[src/rtl/uart_pkg.sv]
// uart_pkg: shared parity modes, receiver state encoding and bit-timing helper.
package uart_pkg;

   localparam int PAR_NONE = 0;
   localparam int PAR_ODD  = 1;
   localparam int PAR_EVEN = 2;

   typedef enum logic [2:0] {
      ST_IDLE,
      ST_START,
      ST_DATA,
      ST_PARITY,
      ST_STOP,
      ST_WAIT_HIGH
   } state_t;

   // Nominal sample tick of frame bit i; i = -1 is the start bit.
   function automatic int sample_tick(input int i, input int os);
      return os / 2 + (i + 1) * os;
   endfunction

endpackage

[src/rtl/uart_bit_sampler.sv]
// uart_bit_sampler: line synchroniser, oversample tick counter and 3-sample majority vote.
module uart_bit_sampler
   import uart_pkg::*;
#(
   parameter int OVERSAMPLE = 8
) (
   input  logic clk,
   input  logic reset,
   input  logic samp_en,
   input  logic in,
   input  logic start,
   input  logic run,
   output logic s,
   output logic bit_valid,
   output logic bit_val
);

   localparam int CW = $clog2(OVERSAMPLE);
   // Decisions fall one tick after each bit middle; that phase repeats every bit.
   localparam logic [CW-1:0] DEC_PH = CW'(sample_tick(-1, OVERSAMPLE) + 1);

   logic [1:0]    sync_q, sync_d;
   logic [1:0]    hist_q, hist_d;
   logic [CW-1:0] cnt_q, cnt_d;

   assign s = sync_q[1];

   always_comb begin
      sync_d = {sync_q[0], in};
      hist_d = samp_en ? {hist_q[0], s} : hist_q;
      cnt_d  = !samp_en ? cnt_q : start ? CW'(1) : run ? cnt_q + 1'b1 : '0;
   end

   always_ff @(posedge clk) begin
      if (reset) begin
         sync_q <= 2'b11;
         hist_q <= 2'b11;
         cnt_q  <= '0;
      end else begin
         sync_q <= sync_d;
         hist_q <= hist_d;
         cnt_q  <= cnt_d;
      end
   end

   assign bit_valid = samp_en & run & (cnt_q == DEC_PH);
   assign bit_val   = (hist_q[1] & hist_q[0]) | (hist_q[1] & s) | (hist_q[0] & s);

endmodule

[src/rtl/uart_rx_cfg.sv]
// uart_rx_cfg: configurable oversampled UART receiver with parity, framing and break reporting.
module uart_rx_cfg
   import uart_pkg::*;
#(
   parameter int DATA_BITS  = 8,
   parameter int PARITY     = 0,
   parameter int STOP_BITS  = 1,
   parameter int OVERSAMPLE = 8
) (
   input  logic                 clk,
   input  logic                 reset,
   input  logic                 samp_en,
   input  logic                 in,
   output logic                 ready,
   output logic [DATA_BITS-1:0] out,
   output logic                 parity_err,
   output logic                 frame_err,
   output logic                 break_det,
   output logic                 busy
);

   localparam logic [3:0] LAST_DATA = 4'(DATA_BITS - 1);
   localparam logic [3:0] LAST_STOP = 4'(STOP_BITS - 1);
   localparam bit         HAS_PAR   = PARITY != PAR_NONE;

   state_t               state_q, state_d;
   logic [3:0]           cnt_q, cnt_d;
   logic [DATA_BITS-1:0] shift_q, shift_d;
   logic [DATA_BITS-1:0] out_q, out_d;
   logic                 par_q, par_d;
   logic                 pbit_q, pbit_d;
   logic                 stop_err_q, stop_err_d;
   logic                 ready_q, ready_d;
   logic                 parity_err_q, parity_err_d;
   logic                 frame_err_q, frame_err_d;
   logic                 break_det_q, break_det_d;
   logic                 s, bit_valid, bit_val, start, run, stop_err_n;

   assign start = (state_q == ST_IDLE) && !s;
   assign run   = (state_q != ST_IDLE) && (state_q != ST_WAIT_HIGH);

   uart_bit_sampler #(.OVERSAMPLE(OVERSAMPLE)) u_sampler (
      .clk       (clk),
      .reset     (reset),
      .samp_en   (samp_en),
      .in        (in),
      .start     (start),
      .run       (run),
      .s         (s),
      .bit_valid (bit_valid),
      .bit_val   (bit_val)
   );

   assign stop_err_n = stop_err_q | ~bit_val;

   always_comb begin
      state_d      = state_q;
      cnt_d        = cnt_q;
      shift_d      = shift_q;
      par_d        = par_q;
      pbit_d       = pbit_q;
      stop_err_d   = stop_err_q;
      ready_d      = 1'b0;
      out_d        = out_q;
      parity_err_d = parity_err_q;
      frame_err_d  = frame_err_q;
      break_det_d  = break_det_q;
      case (state_q)
         ST_IDLE: begin
            if (samp_en && !s) begin
               state_d    = ST_START;
               cnt_d      = '0;
               par_d      = 1'b0;
               pbit_d     = 1'b0;
               stop_err_d = 1'b0;
            end
         end
         ST_START: begin
            if (bit_valid) state_d = bit_val ? ST_IDLE : ST_DATA;
         end
         ST_DATA: begin
            if (bit_valid) begin
               shift_d = {bit_val, shift_q[DATA_BITS-1:1]};
               par_d   = par_q ^ bit_val;
               cnt_d   = (cnt_q == LAST_DATA) ? '0 : cnt_q + 4'd1;
               state_d = (cnt_q != LAST_DATA) ? ST_DATA : HAS_PAR ? ST_PARITY : ST_STOP;
            end
         end
         ST_PARITY: begin
            if (bit_valid) begin
               pbit_d  = bit_val;
               state_d = ST_STOP;
            end
         end
         ST_STOP: begin
            if (bit_valid) begin
               stop_err_d = stop_err_n;
               cnt_d      = cnt_q + 4'd1;
               if (cnt_q == LAST_STOP) begin
                  ready_d      = 1'b1;
                  out_d        = shift_q;
                  parity_err_d = (PARITY == PAR_ODD)  ? ~(par_q ^ pbit_q) :
                                 (PARITY == PAR_EVEN) ? (par_q ^ pbit_q) : 1'b0;
                  frame_err_d  = stop_err_n;
                  break_det_d  = stop_err_n & ~|shift_q & ~pbit_q;
                  // A low final stop bit leaves the line low; wait for idle before rearming.
                  state_d      = bit_val ? ST_IDLE : ST_WAIT_HIGH;
               end
            end
         end
         ST_WAIT_HIGH: begin
            if (samp_en && s) state_d = ST_IDLE;
         end
         default: state_d = ST_IDLE;
      endcase
   end

   always_ff @(posedge clk) begin
      if (reset) begin
         state_q      <= ST_IDLE;
         cnt_q        <= '0;
         shift_q      <= '0;
         par_q        <= 1'b0;
         pbit_q       <= 1'b0;
         stop_err_q   <= 1'b0;
         ready_q      <= 1'b0;
         out_q        <= '0;
         parity_err_q <= 1'b0;
         frame_err_q  <= 1'b0;
         break_det_q  <= 1'b0;
      end else begin
         state_q      <= state_d;
         cnt_q        <= cnt_d;
         shift_q      <= shift_d;
         par_q        <= par_d;
         pbit_q       <= pbit_d;
         stop_err_q   <= stop_err_d;
         ready_q      <= ready_d;
         out_q        <= out_d;
         parity_err_q <= parity_err_d;
         frame_err_q  <= frame_err_d;
         break_det_q  <= break_det_d;
      end
   end

   assign ready      = ready_q;
   assign out        = out_q;
   assign parity_err = parity_err_q;
   assign frame_err  = frame_err_q;
   assign break_det  = break_det_q;
   assign busy       = state_q != ST_IDLE;

endmodule

[config.mk]
export PLATFORM = sky130hd
export DESIGN_NAME = uart_rx_cfg
export DESIGN_NICKNAME = d
export VERILOG_FILES = /design/src/rtl/uart_pkg.sv /design/src/rtl/uart_bit_sampler.sv /design/src/rtl/uart_rx_cfg.sv
export SDC_FILE = /design/constraint.sdc
export NUM_CORES = 1
export LEC_CHECK = 0
export ABC_AREA = 1
export CORE_ASPECT_RATIO = 0.8
export CORE_MARGIN = 5
export CORE_UTILIZATION = 50
export CTS_BUF_LIST = sky130_fd_sc_hd__clkbuf_8
export DETAILED_ROUTE_END_ITERATION = 7
export GPL_ROUTABILITY_DRIVEN = 0
export GPL_TIMING_DRIVEN = 1
export MAX_ROUTING_LAYER = met4
export PLACE_DENSITY = 0.76
export SYNTH_ARGS = -nofsm -noshare
export SYNTH_HDL_FRONTEND = slang
export SYNTH_HIERARCHICAL = 1
export SYNTH_SLANG_ARGS = --single-unit
export TNS_END_PERCENT = 20
[constraint.sdc]
create_clock -name clk -period 4 [get_ports clk]
set_input_delay 0.4 -clock clk [delete_from_list [all_inputs] [get_ports clk]]
set_output_delay 0.4 -clock clk [all_outputs]
set_load 0.01 [all_outputs]
# Word-level counts from Yosys, hierarchy flattened
# Cells that the tools add are included.
# op_classes
mux,24
reduce_logical,20
bitwise_logic,14
n_addsub,2
n_eq_ne,16
# ops
operator,n
two-way mux 3 bit,11
case mux 3 bit (6 select lines),1
two-way mux 4 bit,4
"inequality test 2 bit, second input constant",6
case mux 4 bit (3 select lines),1
"== test 3 bit, second input constant",3
AND reduction 3 bit,3
OR reduction 8 bit,1
AND 1 bit,7
AND reduction 7 bit,1
"== test 3 x 2 -> 1 bit, second input constant",2
nonzero test 3 bit,2
"adder 4 x 1 -> 4 bit, second input constant",1
"== test 4 x 3 -> 1 bit, second input constant",1
logical AND 1 bit,4
logical NOT 4 bit,1
two-way mux 1 bit,4
"inequality test 4 x 3 -> 1 bit, second input constant",1
inverter 1 bit,4
case mux 1 bit (2 select lines),2
AND reduction 4 bit,1
nonzero test 2 bit,2
"adder 3 x 1 -> 3 bit, second input constant",1
"== test 3 x 1 -> 1 bit, second input constant",1
other kinds (8),11
# word_totals
in_bits,4
wordCells,88
regBits,35
output_inout_bits,13

# Longest topological paths before layout
# Gate-level depths: netlist of run 1.
# depth
ltp_word,7
depth_mapped,15
ltp_nobuf,14

# Modules after synthesis
# Netlist of run 1, hierarchy kept.
# modules_own_cells
mod,seq_area_each_um2,area_per_inst_um2,cells_per_inst,instances
uart_rx_cfg,560.5,1346.3,190,1
uart_bit_sampler,140.1,312.8,42,1

# Least setup slack after synthesis of run 1
# No wires, ideal clock.
# synth_path
kind,reg2reg
from,reg state_q[0]
to,reg state_q[1]
setup_ps,113
setup_slack_ps,2060
n_path_buf,0
path_stages_with_launch,13
required_time_ps,3887
synth_period_minus_slack_ps,1940
t_arrival_ps,1827
path_cell_list,dfxtp_1 > inv_2 > nand2_1 > nor2_1 > a21oi_1 > nand2_2 > nor2_1 > nand3b_1 > nand2_2 > nor2_1 > nand2_1 > nand2_1 > nor2_1
# synth_between
elab_chain_len,6
word_cells_on_any_way,20
cone_classes,eq/ne (13); mux (1); bitwise (2); reduce/logical (4)
# synth_lines
item,line_no,rtl
"start, declared",uart_rx_cfg.sv:26,"state_t state_q, state_d;"
"start signal, assigned",uart_rx_cfg.sv:132,state_q <= state_d;
inequality test 3 bit or nonzero test 3 bit (tied branches),uart_rx_cfg.sv:40,assign run = (state_q != ST_IDLE) && (state_q != ST_WAIT_HIGH);
logical AND 1 bit *,uart_rx_cfg.sv:40,
net run,uart_rx_cfg.sv:37,"logic s, bit_valid, bit_val, start, run, stop_err_n;"
AND 1 bit * (2 in a row),uart_bit_sampler.sv:46,assign bit_valid = samp_en & run & (cnt_q == DEC_PH);
net bit_valid,uart_rx_cfg.sv:37,
inequality test 2 bit (no line),n/a,
AND reduction 7 bit (no line) *,n/a,
# Mark *: on every way through the listed nets, which the timed path passes. The rest lies on a longest branch.
# A chain may end at the register's enable or synchronous reset.

# Worst setup path after layout of run 1
# layout_path
from,reg state_q[1]
to,reg state_q[1]
# Same word-level chain as after synthesis.

==> run metrics, run 1 <==
worst setup path start state_q[1]; worst-path maximum fanout 9; WP data required 4180 ps; R2R setup slack 1700 ps; die area 4577 um2; # rows 18; Internal 0.6523 mW; Slew headroom 61.29%; fin util 60.87%; Setup Buffers After CTS 0; synthesized area per cell 7.151 um2; largest net degree at the start of global routing 23; RSZ-0062 raised after global routing no; port bufs 15; maximum clock insertion buffer count 2; non-filler cells in the finished layout 288; CTS tree yes; reg2reg end state_q[1]; worst-skew pair later-pin latency 280 ps; max_cap viols 0; final worst slack 1696 ps; vias in the first global route 1259; iteration-0 DRC count of the detailed router 55; critical path capture point type flop; top post-synthesis cells by area dfxtp_1 42%, nand2_1 9.7%, a21oi_1 8.4%, o21ai_0 7.5%, inv_1 7.2%; Worst setup endpoint state_q[1]; clock network fraction of design power 24.7%; sequential share of power 39.2%; fin crit period 2304 ps; WL/cell 10.74 um; outcome finished clean; Yosys reg bits 35; most common cell after layout, fill and taps aside nand2_1; synthesized cell area 1659 um2; Combinational Power Share 36.1%; Antenna Nets Post-Route 0; Sw Share 39.41%; share of the synthesized area in the top cell type 42.23%; Initial Util 53.00%; DRC viols 0; layout cells sized above 1 8.871%; syn_nets 240; period utilization 57.60%; chip height 61.52 um; net switching power 0.4242 mW; Final Hold Fails 0; Max Clk Rate 0.4340 GHz; post-cts resize count 0; Inserted Clock Buffers 5; # fillers 285; Worst R2R Path Depth 12; cell area after layout 1906 um2; largest area contributor in the netlist dfxtp_1; grt total ovfl 0; DIE WIDTH 74.40 um; number of clock sinks 35; Min-Delay Path Class flop to flop; ant diodes 0; Post-DP HPWL 2271 um; commonest non-fill, non-tap cells in the layout 43 x nand2_1, 35 x dfxtp_1, 32 x inv_1; Hold Buf Count CTS 0; worst vdd ir 0.2672 mV; critical path class flop to flop; clk_skew 9.057 ps; dpl cells 280; Crit path arrival time 2480 ps; nets@finish 255; register area share after synthesis 42.23%; final setup vio count 0; initial antenna violation count 0; htree depth 2; Setup Slack @ Placement 1610 ps; Reg clk slew, reported paths 70 ps; Slew Viols, Final 0; Area Growth Syn to Fin 14.86%; clock root cell clkbuf_8; GR Util All Layers 16.27%; first-pass GRT wire length 5492 um; via/cell ratio 4.809; io pins 17; Static Leak 0.8297 nW; Placed Area 1807 um2; Setup TNS Final 0 ps; Worst R2R Start state_q[1]; measured slew at the worst slew-check pin 580.0 ps; vias 1385; Pre-antenna DRT Iters 4; wirelength, routed 3093 um; Core Area 3131 um2; Netlist cell types 24; startpoint types flop; Post-Synthesis Cells 232; synth warn 6; ratio of total power to cell area 564.9 nW/um2
## per-layer routing
metal	up-vias	wire length, um	GRT usage [%]
li1	765	-	-
met1	594	1749	23.25
met2	21	1193	21.15
met3	5	119	5.873
met4	0	31	4.569
met5	-	0	-
## power groups by stage
stage                     logic [mW]  clock network [mW]  registers [mW]
after floorplan                0.344                   0           0.403
after global placement         0.384                   0           0.429
after detailed placement       0.391                   0           0.429
after CTS                      0.392               0.272           0.421
after global routing           0.457               0.288           0.428
final                          0.389               0.266           0.422
## logic make-up after synthesis
logic type | count (synthesis) | synth area share, %
compound gates | 53 | 15.99
other cells | 1 | 0.2260
simple gates | 96 | 26.77
buf+inv | 42 | 11.16
flops | 35 | 42.23
fa+ha+maj | 5 | 3.620
## final cells by class
cell class / instances / area [um2] / area share, %
clock inverters: 2 / 16.27 / 0.8536
clock buffers: 6 / 82.58 / 4.334
repair buffers: 15 / 150.1 / 7.879
inverters: 35 / 132.6 / 6.960
well taps: 40 / 50.05 / 2.626
flip-flops and latches: 35 / 700.7 / 36.77
multi-input cells: 155 / 773.2 / 40.58
## registers in the layout, indices dropped and copies added, names as in the netlist
register          flops
break_det             1
ready                 1
u_sampler/sync_q      2
pbit_q                1
u_sampler/hist_q      2
shift_q               8
u_sampler/cnt_q       3
cnt_q                 4
stop_err_q            1
out                   8
state_q               3
frame_err             1
## synth_stat cells (all sizes together)
master / n
a21oi: 28
maj3: 1
nand4: 4
nor2: 30
buf: 5
dfxtp: 35
or2: 2
nor3: 2
inv: 34
nand3: 9
ha: 4
conb: 1
clkbuf: 2
nand3b: 1
o21ai: 25
clkinv: 1
nand2: 48
## worst min-delay path by stage
| stage | start | to | slack (ps) | depth (start not counted) |
|---|---|---|---|---|
| floorplan | u_sampler/sync_q[0] | u_sampler/sync_q[1] | 390 | 1 |
| global placement | u_sampler/sync_q[0] | u_sampler/sync_q[1] | 390 | 1 |
| detailed placement | u_sampler/sync_q[0] | u_sampler/sync_q[1] | 400 | 1 |
| CTS | u_sampler/sync_q[0] | u_sampler/sync_q[1] | 420 | 1 |
| global route | u_sampler/sync_q[0] | u_sampler/sync_q[1] | 440 | 1 |
| finish | u_sampler/sync_q[0] | u_sampler/sync_q[1] | 420 | 1 |
## critical path, stage by stage (launching register included)
cell and delay [ps]:
dfxtp_1 540, inv_1 80, nand2_1 70, nor2_1 70, a21oi_1 210, nand2_2 90
nor2_1 430, nand3b_1 210, nand2_2 110, nor2_1 220, nand2_1 80, nand2_1 60
nor2_1 40
## metrics by stage
| step | hold WS [ps] | total power, mW |
|---|---|---|
| CTS | 421.2 | 1.085 |
| global route | 439.6 | 1.173 |
| detailed placement | 403.5 | 0.8200 |
| floorplan | 389.5 | 0.7468 |
| global placement | 392.3 | 0.8135 |
| finish | 422.8 | 1.076 |
No activity file was read; power rests on OpenSTA's default activity.
==> inputs of run 2 (changes only) <==
Clock period 4 ns to 2.2 ns, I/O delays scaled along.
==> run metrics, run 2 (synthesis results as in run 1) <==
outcome finished clean (unchanged); via/cell ratio 4.871 (was 4.809); R2R setup slack 270 ps (was 1700 ps); worst-skew pair later-pin latency 290 ps (was 280 ps); Hold Buf Count CTS 0 (unchanged); RSZ-0062 raised after global routing no (unchanged); Placed Area 1852 um2 (was 1807 um2); clock root cell clkbuf_8 (unchanged); Min-Delay Path Class flop to flop (unchanged); largest net degree at the start of global routing 21 (was 23); ratio of total power to cell area 1024 nW/um2 (was 564.9 nW/um2); Area Growth Syn to Fin 17.65% (was 14.86%); Antenna Nets Post-Route 0 (unchanged); critical path capture point type flop (unchanged); Setup TNS Final 0 ps (unchanged); Worst R2R Start state_q[0] (was state_q[1]); reg2reg end out[0] (was state_q[1]); Setup Buffers After CTS 0 (unchanged); max_cap viols 0 (unchanged); fin util 62.35% (was 60.87%); cell area after layout 1952 um2 (was 1906 um2); # fillers 277 (was 285); chip height 61.52 um (unchanged); io pins 17 (unchanged); number of clock sinks 35 (unchanged); post-cts resize count 0 (unchanged); Reg clk slew, reported paths 70 ps (about the same); Inserted Clock Buffers 5 (unchanged); Worst Hold Launch u_sampler/sync_q[0] (unchanged); worst-path maximum fanout 19 (was 9); grt total ovfl 0 (unchanged); Initial Util 53.00% (unchanged); ant diodes 0 (unchanged); Pre-antenna DRT Iters 4 (unchanged); initial antenna violation count 0 (unchanged); fin crit period 1934 ps (was 2304 ps); # rows 18 (unchanged); Min-Delay Path Depth 1 (unchanged); Final Hold Fails 0 (unchanged); die area 4577 um2 (unchanged); vias 1432 (was 1385); critical path class flop to flop (unchanged); Max Clk Rate 0.5172 GHz (was 0.4340 GHz); Worst R2R Path Depth 11 (was 12); final setup vio count 0 (unchanged); commonest non-fill, non-tap cells in the layout 43 x nand2_1, 34 x dfxtp_1, 32 x inv_1 (was 43 x nand2_1, 35 x dfxtp_1, 32 x inv_1); Crit path arrival time 2150 ps (was 2480 ps); WL/cell 11.00 um (was 10.74 um); nets@finish 261 (was 255); startpoint types flop (unchanged); Core Area 3131 um2 (unchanged); most common cell after layout, fill and taps aside nand2_1 (unchanged); CTS tree yes (unchanged); Static Leak 0.8604 nW (was 0.8297 nW); first-pass GRT wire length 5616 um (was 5492 um); Slew Viols, Final 0 (unchanged); Post-DP HPWL 2399 um (was 2271 um); clk_skew 7.327 ps (was 9.057 ps); iteration-0 DRC count of the detailed router 40 (was 55); vias in the first global route 1298 (was 1259); period utilization 87.89% (was 57.60%); DIE WIDTH 74.40 um (unchanged); wirelength, routed 3233 um (was 3093 um); port bufs 15 (unchanged); maximum clock insertion buffer count 2 (unchanged); worst vdd ir 0.6297 mV (was 0.2672 mV); hold path endpoint u_sampler/sync_q[1] (unchanged); WP data required 2410 ps (was 4180 ps); htree depth 2 (unchanged); layout cells sized above 1 11.42% (was 8.871%); DRC viols 0 (unchanged); GR Util All Layers 17.03% (was 16.27%)
[run 2: where the power goes]
group | switching (mW) | leakage (nW) | internal, mW | total (mW)
combinational | 0.498 | 0.529 | 0.270 | 0.768
clock | 0.234 | 0.0474 | 0.255 | 0.489
sequential | 0.0559 | 0.284 | 0.687 | 0.743
[run 2: metal layers]
layer  GRT usage [%]  vias up  part of all wire (%)
li1                -      778                     -
met5               -        -                     0
met3           6.362        7                   6.5
met4           6.599        0                   1.3
met2           21.53       34                    39
met1           24.01      613                    54
[run 2: layout make-up]
cell class	count	area [um2]	share of cell area [%]
sequential	35	701.9	35.96
multi-input combinational	155	773.2	39.62
clock buffer	6	82.58	4.231
tap	40	50.05	2.564
inverter	35	132.6	6.795
timing repair buffer	21	195.2	10.00
clock inverter	2	16.27	0.8333
[run 2: worst max-delay path by stage]
stage,startpoint,endpoint,depth (start not counted)
detailed placement,state_q[0],break_det,12
finish,state_q[0],out[0],11
global placement,state_q[0],break_det,12
global route,state_q[0],out[1],11
floorplan,state_q[0],state_q[1],12
CTS,state_q[0],break_det,12
[run 2: per-stage QoR]
step / hold slack (ps) / std cells / setup slack, ps / power (mW)
2_1_floorplan: 289.1 / 232 / 260.5 / 1.358
4_1_cts: 410.4 / 294 / 207.3 / 2.008
5_1_grt: 420.2 / 294 / 59.95 / 2.157
3_5_place_dp: 393.3 / 286 / 214.8 / 1.516
6_report: 408.3 / 294 / 266.3 / 2.000
3_3_place_gp: 390.3 / 286 / 306.5 / 1.511
[run 2: critical path, stage by stage (launching register included)]
cell and delay, ps:
dfxtp_2 410, inv_2 60, nand2_1 70, nor2_1 60, a21oi_1 200, nand2_2 90, nor2_1 210, buf_4 190
nand2_4 70, nor2_8 210, o21ai_0 120, a21oi_1 160
==> inputs of run 3 (changes only) <==
==> constraint.sdc (replaced) <==
create_clock -name clk -period 2.2 [get_ports clk]
set_input_delay 0.33 -clock clk [delete_from_list [all_inputs] [get_ports clk]]
set_output_delay 0.33 -clock clk [all_outputs]
set_load 0.01 [all_outputs]
==> run metrics, run 3 (synthesis results as in run 1) <==
Slew headroom 63.69%; Post-DP HPWL 2344 um (was 2399 um); fin crit period 1937 ps (was 1934 ps); critical path class flop to flop (unchanged); htree depth 2 (unchanged); ratio of total power to cell area 1016 nW/um2 (was 1024 nW/um2); grt total ovfl 0 (unchanged); # fillers 268 (was 277); via/cell ratio 4.939 (was 4.871); DRC viols 0 (unchanged); hold slack 413.6 ps (was 408.3 ps); worst-path maximum fanout 6 (was 19); Setup TNS Final 0 ps (unchanged); clk_skew 6.304 ps (was 7.327 ps); startpoint types flop (unchanged); layout cells sized above 1 11.76% (was 11.42%); dpl cells 287 (was 286); Static Leak 0.8684 nW (was 0.8604 nW); GR Util All Layers 16.57% (was 17.03%); vias 1457 (was 1432); nets@finish 262 (was 261); first-pass GRT wire length 5658 um (was 5616 um); maximum clock insertion buffer count 2 (unchanged); outcome finished clean (unchanged); non-filler cells in the finished layout 295 (was 294); cell area after layout 1972 um2 (was 1952 um2); Placed Area 1872 um2 (was 1852 um2); port bufs 15 (unchanged); initial antenna violation count 0 (unchanged); largest net degree at the start of global routing 22 (was 21); Area Growth Syn to Fin 18.85% (was 17.65%); Crit path arrival time 2110 ps (was 2150 ps); die area 4577 um2 (unchanged); final setup vio count 0 (unchanged); clock root cell clkbuf_8 (unchanged); Core Area 3131 um2 (unchanged); worst vdd ir 0.5282 mV (was 0.6297 mV); ant diodes 0 (unchanged); Slew Viols, Final 0 (unchanged); Inserted Clock Buffers 5 (unchanged); chip height 61.52 um (unchanged); wirelength, routed 3142 um (was 3233 um); Reg clk slew, reported paths 70 ps (about the same); # rows 18 (unchanged); Initial Util 53.00% (unchanged); worst-skew pair later-pin latency 280 ps (was 290 ps); CTS tree yes (unchanged); vias in the first global route 1287 (was 1298); max_cap viols 0 (unchanged); period utilization 88.05% (was 87.89%); number of clock sinks 35 (unchanged); most common cell after layout, fill and taps aside nand2_1 (unchanged); DIE WIDTH 74.40 um (unchanged); RSZ-0062 raised after global routing no (unchanged); WP data required 2370 ps (was 2410 ps); Min-Delay Path Class flop to flop (unchanged); Setup Buffers After CTS 0 (unchanged); Antenna Nets Post-Route 0 (unchanged); Final Hold Fails 0 (unchanged); critical path capture point type flop (unchanged); commonest non-fill, non-tap cells in the layout 43 x nand2_1, 34 x dfxtp_1, 32 x inv_1 (unchanged); R2R setup slack 260 ps (was 270 ps); iteration-0 DRC count of the detailed router 82 (was 40); WL/cell 10.65 um (was 11.00 um); measured slew at the worst slew-check pin 544.0 ps; Max Clk Rate 0.5163 GHz (was 0.5172 GHz); Pre-antenna DRT Iters 6 (was 4); io pins 17 (unchanged)
## run 3: cell type report
type                       count  area [um2]  share of cell area, %
inverter                      35       132.6                  6.726
sequential                    35       701.9                  35.60
timing repair buffer          22       215.2                  10.91
clock buffer                   6       82.58                  4.188
clock inverter                 2       16.27                 0.8249
multi-input combinational    155       773.2                  39.21
tap                           40       50.05                  2.538
## run 3: final timing paths
kind | start | end | depth (start not counted)
worst min-delay path | u_sampler/sync_q[0] | u_sampler/sync_q[1] | 1
worst min register to register | u_sampler/sync_q[0] | u_sampler/sync_q[1] | 1
worst max-delay path | state_q[1] | state_q[2] | 14
worst max register to register | state_q[1] | state_q[2] | 14
## run 3: metal layers
| metal | part of all wire [%] | vias up | track usage [%] |
|---|---|---|---|
| li1 | - | 783 | - |
| met1 | 52 | 631 | 22.96 |
| met2 | 41 | 41 | 22.28 |
| met3 | 6.2 | 2 | 6.362 |
| met4 | 0.57 | 0 | 4.569 |
| met5 | 0 | - | - |
## run 3: power by group
part           total (mW)  internal [mW]  switching (mW)
clock network       0.482          0.255           0.227
logic               0.791          0.280           0.511
registers           0.730          0.687          0.0426
## run 3: metrics by stage
| step | setup WS [ps] | util (%) | total power, mW |
|---|---|---|---|
| after CTS | 212.8 | 62.95 | 2.015 |
| after global routing | 53.19 | 62.99 | 2.180 |
| after detailed placement | 239.2 | 59.79 | 1.528 |
| final | 263.0 | 62.99 | 2.003 |
| after global placement | 279.3 | 59.79 | 1.521 |
| after floorplan | 260.5 | - | 1.358 |
## run 3: timing repair
item                                    in CTS  in global routing
gates resized for setup                      0                  1
hold buffers                                 0                  0
endpoints found under the setup margin       0                  2
## run 3: worst max-delay path, stage by stage (launching register included)
cell and delay [ps]:
dfxtp_2 390, inv_1 50, nand2_1 50, nor2_1 60, a21oi_1 220, nand2_2 90, nor2_1 220, buf_12 150
nor2_1 40, nand2_1 80, nand3_1 70, nor2_1 210, nand2_1 80, nand2_1 60, nor2_1 50
